File: src/rtl/host_rd_stream_if.sv
// Bundle of host command, memory port B and output stream signals for host_rd_stream.
// master is the streamer's view; slave is the view of the surrounding host, memory and sink.
interface host_rd_stream_if #(
  parameter int unsigned ADDR_W = 8,
  parameter int unsigned DATA_W = 64,
  parameter int unsigned LEN_W  = 9
);
  // host command side
  logic              start;
  logic [ADDR_W-1:0] base_addr;
  logic [LEN_W-1:0]  len;
  logic              busy;
  logic              done;
  // memory port B, plus the competing GPU load enable on port A
  logic              gpu_rd_en;
  logic              mem_rd_en;
  logic [ADDR_W-1:0] mem_rd_addr;
  logic [DATA_W-1:0] mem_rd_data;
  // output stream
  logic              out_valid;
  logic [DATA_W-1:0] out_data;
  logic              out_last;
  logic              out_ready;

  modport master (
    input  start, base_addr, len, gpu_rd_en, mem_rd_data, out_ready,
    output busy, done, mem_rd_en, mem_rd_addr, out_valid, out_data, out_last
  );

  modport slave (
    output start, base_addr, len, gpu_rd_en, mem_rd_data, out_ready,
    input  busy, done, mem_rd_en, mem_rd_addr, out_valid, out_data, out_last
  );
endinterface

File: src/rtl/host_rd_stream.sv
// Host readback streamer: issues single-word reads on memory port B in GPU-idle cycles
// and returns the words on a valid/ready stream through a 3-entry FIFO.
module host_rd_stream #(
  parameter int unsigned ADDR_W = 8,
  parameter int unsigned DATA_W = 64,
  parameter int unsigned LEN_W  = 9
) (
  input logic               clk,
  input logic               rst_n,
  host_rd_stream_if.master  bus
);

  localparam int unsigned DEPTH = 3;
  localparam int unsigned PTR_W = 2;
  localparam int unsigned CNT_W = 2;
  localparam int unsigned SUM_W = CNT_W + 1;

  typedef enum logic [1:0] {
    S_IDLE  = 2'd0,
    S_RUN   = 2'd1,
    S_DRAIN = 2'd2
  } state_t;

  state_t            state_q;
  state_t            state_d;

  logic [ADDR_W-1:0] addr_q;
  logic [LEN_W-1:0]  remaining_q;
  logic              inflight_q;
  logic              inflight_last_q;
  logic              done_q;

  logic [DATA_W-1:0] fifo_data_q [DEPTH];
  logic              fifo_last_q [DEPTH];
  logic [PTR_W-1:0]  rd_ptr_q;
  logic [PTR_W-1:0]  wr_ptr_q;
  logic [CNT_W-1:0]  count_q;

  logic              accept_c;
  logic              room_c;
  logic              issue_c;
  logic              final_issue_c;
  logic              push_c;
  logic              pop_c;
  logic              last_pop_c;
  logic              mem_rd_en_c;
  logic              busy_c;

  function automatic logic [PTR_W-1:0] ptr_inc(input logic [PTR_W-1:0] p);
    return (p == PTR_W'(DEPTH - 1)) ? '0 : p + PTR_W'(1);
  endfunction

  // Stored words plus the one in flight may never exceed the FIFO depth
  assign room_c        = (SUM_W'(count_q) + SUM_W'(inflight_q)) < SUM_W'(DEPTH);
  assign accept_c      = (state_q == S_IDLE) && bus.start && (bus.len != '0);
  assign issue_c       = (state_q == S_RUN) && (remaining_q != '0) && !bus.gpu_rd_en && room_c;
  assign final_issue_c = issue_c && (remaining_q == LEN_W'(1));
  assign push_c        = inflight_q;
  assign pop_c         = (count_q != '0) && bus.out_ready;
  assign last_pop_c    = pop_c && fifo_last_q[rd_ptr_q];

  // State register
  always_ff @(posedge clk or negedge rst_n) begin
    if (!rst_n) begin
      state_q <= S_IDLE;
    end else begin
      state_q <= state_d;
    end
  end

  // Next-state logic
  always_comb begin
    state_d = state_q;
    case (state_q)
      S_IDLE:  if (accept_c)      state_d = S_RUN;
      S_RUN:   if (final_issue_c) state_d = S_DRAIN;
      S_DRAIN: if (last_pop_c)    state_d = S_IDLE;
      default:                    state_d = S_IDLE;
    endcase
  end

  // State-decoded outputs; the read enable follows the issue condition in the same cycle
  always_comb begin
    mem_rd_en_c = 1'b0;
    busy_c      = 1'b0;
    case (state_q)
      S_RUN: begin
        mem_rd_en_c = issue_c;
        busy_c      = 1'b1;
      end
      S_DRAIN: begin
        busy_c      = 1'b1;
      end
      default: begin
        mem_rd_en_c = 1'b0;
        busy_c      = 1'b0;
      end
    endcase
  end

  // Address / length counters and the one-deep in-flight tracker
  always_ff @(posedge clk or negedge rst_n) begin
    if (!rst_n) begin
      addr_q          <= '0;
      remaining_q     <= '0;
      inflight_q      <= 1'b0;
      inflight_last_q <= 1'b0;
      done_q          <= 1'b0;
    end else begin
      if (accept_c) begin
        addr_q      <= bus.base_addr;
        remaining_q <= bus.len;
      end else if (issue_c) begin
        addr_q      <= addr_q + ADDR_W'(1);
        remaining_q <= remaining_q - LEN_W'(1);
      end
      inflight_q      <= issue_c;
      inflight_last_q <= final_issue_c;
      done_q          <= (state_q == S_DRAIN) && last_pop_c;
    end
  end

  // Return FIFO; push and pop may coincide at any occupancy
  always_ff @(posedge clk or negedge rst_n) begin
    if (!rst_n) begin
      for (int i = 0; i < DEPTH; i++) begin
        fifo_data_q[i] <= '0;
        fifo_last_q[i] <= 1'b0;
      end
      rd_ptr_q <= '0;
      wr_ptr_q <= '0;
      count_q  <= '0;
    end else begin
      if (push_c) begin
        fifo_data_q[wr_ptr_q] <= bus.mem_rd_data;
        fifo_last_q[wr_ptr_q] <= inflight_last_q;
        wr_ptr_q              <= ptr_inc(wr_ptr_q);
      end
      if (pop_c) begin
        rd_ptr_q <= ptr_inc(rd_ptr_q);
      end
      case ({push_c, pop_c})
        2'b10:   count_q <= count_q + CNT_W'(1);
        2'b01:   count_q <= count_q - CNT_W'(1);
        default: count_q <= count_q;
      endcase
    end
  end

  assign bus.busy        = busy_c;
  assign bus.done        = done_q;
  assign bus.mem_rd_en   = mem_rd_en_c;
  assign bus.mem_rd_addr = addr_q;
  assign bus.out_valid   = (count_q != '0);
  assign bus.out_data    = fifo_data_q[rd_ptr_q];
  assign bus.out_last    = (count_q != '0) && fifo_last_q[rd_ptr_q];

endmodule

File: src/flat_wrapper.sv
// flat-port wrapper written by rule: the top's interface ports become plain ports
module host_rd_stream_flat 
#(
  parameter int unsigned ADDR_W = 8,
  parameter int unsigned DATA_W = 64,
  parameter int unsigned LEN_W  = 9
)
  (clk, rst_n, bus_start, bus_base_addr, bus_len, bus_gpu_rd_en, bus_mem_rd_data, bus_out_ready, bus_busy, bus_done, bus_mem_rd_en, bus_mem_rd_addr, bus_out_valid, bus_out_data, bus_out_last);
  host_rd_stream_if #(.ADDR_W(ADDR_W), .DATA_W(DATA_W), .LEN_W(LEN_W)) bus_i ();
  input logic clk;
  input logic rst_n;
  input wire logic [$bits(bus_i.start)-1:0] bus_start;
  input wire logic [$bits(bus_i.base_addr)-1:0] bus_base_addr;
  input wire logic [$bits(bus_i.len)-1:0] bus_len;
  input wire logic [$bits(bus_i.gpu_rd_en)-1:0] bus_gpu_rd_en;
  input wire logic [$bits(bus_i.mem_rd_data)-1:0] bus_mem_rd_data;
  input wire logic [$bits(bus_i.out_ready)-1:0] bus_out_ready;
  output wire logic [$bits(bus_i.busy)-1:0] bus_busy;
  output wire logic [$bits(bus_i.done)-1:0] bus_done;
  output wire logic [$bits(bus_i.mem_rd_en)-1:0] bus_mem_rd_en;
  output wire logic [$bits(bus_i.mem_rd_addr)-1:0] bus_mem_rd_addr;
  output wire logic [$bits(bus_i.out_valid)-1:0] bus_out_valid;
  output wire logic [$bits(bus_i.out_data)-1:0] bus_out_data;
  output wire logic [$bits(bus_i.out_last)-1:0] bus_out_last;
  assign bus_i.start = bus_start;
  assign bus_i.base_addr = bus_base_addr;
  assign bus_i.len = bus_len;
  assign bus_i.gpu_rd_en = bus_gpu_rd_en;
  assign bus_i.mem_rd_data = bus_mem_rd_data;
  assign bus_i.out_ready = bus_out_ready;
  assign bus_busy = bus_i.busy;
  assign bus_done = bus_i.done;
  assign bus_mem_rd_en = bus_i.mem_rd_en;
  assign bus_mem_rd_addr = bus_i.mem_rd_addr;
  assign bus_out_valid = bus_i.out_valid;
  assign bus_out_data = bus_i.out_data;
  assign bus_out_last = bus_i.out_last;
  host_rd_stream #(.ADDR_W(ADDR_W), .DATA_W(DATA_W), .LEN_W(LEN_W)) u_core (.clk(clk), .rst_n(rst_n), .bus(bus_i));
endmodule
File: config.mk
export PLATFORM = sky130hd
export DESIGN_NAME = host_rd_stream_flat
export DESIGN_NICKNAME = d
export VERILOG_FILES = /design/src/rtl/host_rd_stream_if.sv /design/src/rtl/host_rd_stream.sv /design/src/flat_wrapper.sv
export SDC_FILE = /design/constraint.sdc
export NUM_CORES = 1
export LEC_CHECK = 0
export ABC_AREA = 1
export CAP_MARGIN = 10
export CORE_UTILIZATION = 49
export DETAILED_ROUTE_END_ITERATION = 6
export PLACE_DENSITY = 0.77
export SYNTH_ARGS = -nofsm -noshare
export SYNTH_HDL_FRONTEND = slang
export SYNTH_SLANG_ARGS = --single-unit
File: constraint.sdc
create_clock -name clk -period 1.84 [get_ports clk]
set_input_delay 0.276 -clock clk [delete_from_list [all_inputs] [get_ports clk]]
set_output_delay 0.276 -clock clk [all_outputs]
set_load 0.02 [all_outputs]
==> impl_metrics.tcl <==
set metrics [dict create \
    grt_setup_unrepaired "yes" \
    path_max_fanout 6 \
    antenna_cells 0 \
    irDropWorstVdd_v 0.00133 \
    syn_avg_cell_area_sq_um 8.39 \
    crit_required_ps 1560 \
    antenna_found_initial 0 \
    power.leakage_nw 7.29 \
    fillers 1478 \
    ios 163 \
    synth_cell_types 30 \
    cp_data_arrival_time_ps 1860 \
    h-tree-depth 1 \
    ys.warnings.count 0 \
    finalPower_mw 28.9 \
    path_clk_slew_ps 60 \
    p_per_area_mw_per_mm2 2010 \
    cp-start-kind "flop" \
    clock_latency_ps 510 \
    multiInputGateArea_sq_mm 0.00456 \
    critPathMaxStageDelay_ps 400 \
    grt_start_max_net_pins 80 \
    start_util_pct 49.9 \
    critPathTopFamily "buffers and inverters" \
    die_w_microns 146 \
    via_per_inst 5.39 \
    wl_per_cell_microns 16.7 \
    tritoncts "built" \
    pre_cts_slack_ps -314 \
    worstPathCellList "buf_6, nor2_4, buf_12, buf_16, buf_12, nand2_4, nand3_2, buf_6" \
    grt_pass1_wl_microns 45500 \
    synth_flop_cell "dfrtp_1" \
    first_pass_iters 7 \
    synth_seq_cells 223 \
    syn_inst 1204 \
    crit_buf_inv 5 \
    period_needed_ps 2140 \
    synth_edf_count 0 \
    setup_ws_ps -297 \
    yosys.area.top_type_share_pct 55.3 \
    max_freq_mhz 468 \
    synth.top_cells.by_count "nand2_1, dfrtp_1, nand3_1" \
    core_area_sq_mm 0.0202 \
    die_y_microns 146 \
    dp_hpwl_microns 15900 \
    syn_area_sq_mm 0.0101 \
    crit_slowest_cell "dfrtp_1" \
    status "complete, but fails checks" \
    dpl_cell_area_sq_mm 0.0123 \
    setup_viol 66 \
    track_usage_pct 26.6 \
    critPathKind "flop to primary output" \
    grt_pass1_vias 9117 \
    seq_area_sq_mm 0.00558 \
    die_area_sq_mm 0.0212 \
    design_area_sq_mm 0.0144 \
    violations "setup timing" \
    row_count 52 \
    grt_overflow 0 \
    ant_nets 0 \
    areaGrowthSynthToFinish_pct 42.5 \
    root_buffer "clkbuf_16" \
    max_slew_margin_pct 67.3 \
    wirelength_microns 27900 \
    synth-async-reset-ratio_pct 100 \
    synth_nets 1302 \
    maxCapViolCount 0 \
    fin_crit_sh_pct 116 \
    hold_viol_final 0 \
    nets 1486 \
    synth_seq_area_share_pct 55.3 \
    gp_congestion 0.802 \
    numCtsBuffers 24 \
    hold_path.class "input port to asynchronous set/reset pin" \
    clock_path_buffers 3 \
    io_buffers 162 \
    skew_ps 6.36 \
    dr.first_iter.drc_count 637 \
    drive_above_1_share_pct 23.6 \
    drc 0 \
    cp-end-kind "primary output" \
    yosysMostFrequentCell "nand2_1" \
    finalMaxSlewViolations 0 \
    netlist_top_cells_area "dfrtp_1, nand2_1, nand3_1" \
    tightest_slew_ps 491 \
    yosysTopAreaCell "dfrtp_1" \
    clock_sinks 223 \
    vias 9006 \
]
-- timing repair --
action | in CTS | in global routing
pin swaps | 13 | 31
hold buffers | 1 | 0
endpoints found under the hold margin | 52 | 0
endpoints found under the setup margin | 90 | 90
gates resized for setup | 520 | 106
cloned | 11 | 1
buffers inserted | 17 | 1
-- cells in the final DEF (no fill, tap or decap), drive strengths merged, types with 12 or more instances in the layout --
cell type,n
nor2,20
o21ai,200
nand2,356
inv,90
dfrtp,223
clkdlybuf4s50,85
ha,12
nand3,194
clkbuf,38
buf,141
-- kinds of logic (layout without fill, tap and decap cells) --
group | count (synthesis) | after routing | synth area share [%]
compound gates | 211 | 211 | 10.7
fa+ha+maj | 12 | 12 | 1.49
simple gates | 578 | 578 | 24.4
buf+inv | 169 | 367 | 7.14
flops | 223 | 223 | 55.3
xor+xnor | 11 | 11 | 0.954
-- worst register-to-register path, delay by kind of cell (launching register included) --
kind          cells  cell delay (ps)
fa+ha+maj         2              460
buf+inv           4              470
simple gates      5              350
flops             1              380
-- layout make-up --
| class | count | share of cell area [%] |
|---|---|---|
| clock inverters | 3 | 0.478 |
| well taps | 270 | 2.35 |
| flip-flops and latches | 223 | 38.8 |
| multi-input cells | 812 | 31.7 |
| inverters | 91 | 2.41 |
| clock buffers | 37 | 4.94 |
| repair buffers | 236 | 19.3 |
-- final timing paths --
path / depth (start not counted) / to / slack, ps / from
hold reg to reg: 2 / u_core.fifo_data_q[53] / 480 / u_core.fifo_data_q[53]
min in group clk: 3 / u_core.fifo_data_q[189] / 350 / bus_mem_rd_data[61]
setup reg to reg: 11 / u_core.remaining_q[7] / 70 / u_core.inflight_q
setup / recovery: 8 / bus_out_data[39] / -300 / u_core.rd_ptr_q[1]
max in group asynchronous: 3 / u_core.fifo_data_q[114] / 860 / rst_n
hold / removal: 2 / u_core.fifo_data_q[34] / 300 / rst_n
-- stage by stage --
step           instances  setup TNS, ps  hold slack (ps)  utilization (%)
2_1_floorplan       1204              0            -19.6                -
3_3_place_gp        1608          -5550              250             60.9
3_5_place_dp        1608          -7240              254             60.9
4_1_cts             1677         -14060              311             69.8
5_1_grt             1672         -18520              333             71.1
6_report            1672         -14710              299             71.1
-- registers in the layout (all words and copies together) (netlist names) --
| signal | cells |
|---|---|
| u_core.bus.done | 1 |
| u_core.bus.mem_rd_addr | 8 |
| u_core.count_q | 2 |
| u_core.fifo_data_q | 192 |
| u_core.fifo_last_q | 3 |
| u_core.inflight_last_q | 1 |
| u_core.inflight_q | 1 |
| u_core.rd_ptr_q | 2 |
| u_core.remaining_q | 9 |
| u_core.state_q | 2 |
| u_core.wr_ptr_q | 2 |
-- per-layer routing --
| layer | up-vias | share of wire [%] | track usage [%] | wire length, microns |
|---|---|---|---|---|
| met4 | 0 | 2.5 | 10.1 | 696 |
| li1 | 4293 | - | - | - |
| met3 | 54 | 5.2 | 3.26 | 1440 |
| met1 | 4354 | 42 | 34.0 | 11700 |
| met5 | - | 0 | 0 | 0 |
| met2 | 305 | 51 | 46.5 | 14100 |
-- report_power, final --
part           total [mW]  switching [mW]  internal, mW
sequential           9.08            1.74          7.34
combinational        15.1            8.12          6.96
clock                4.75            1.83          2.91
total                28.9            11.7          17.2
No activity file was read; power rests on OpenSTA's default activity.
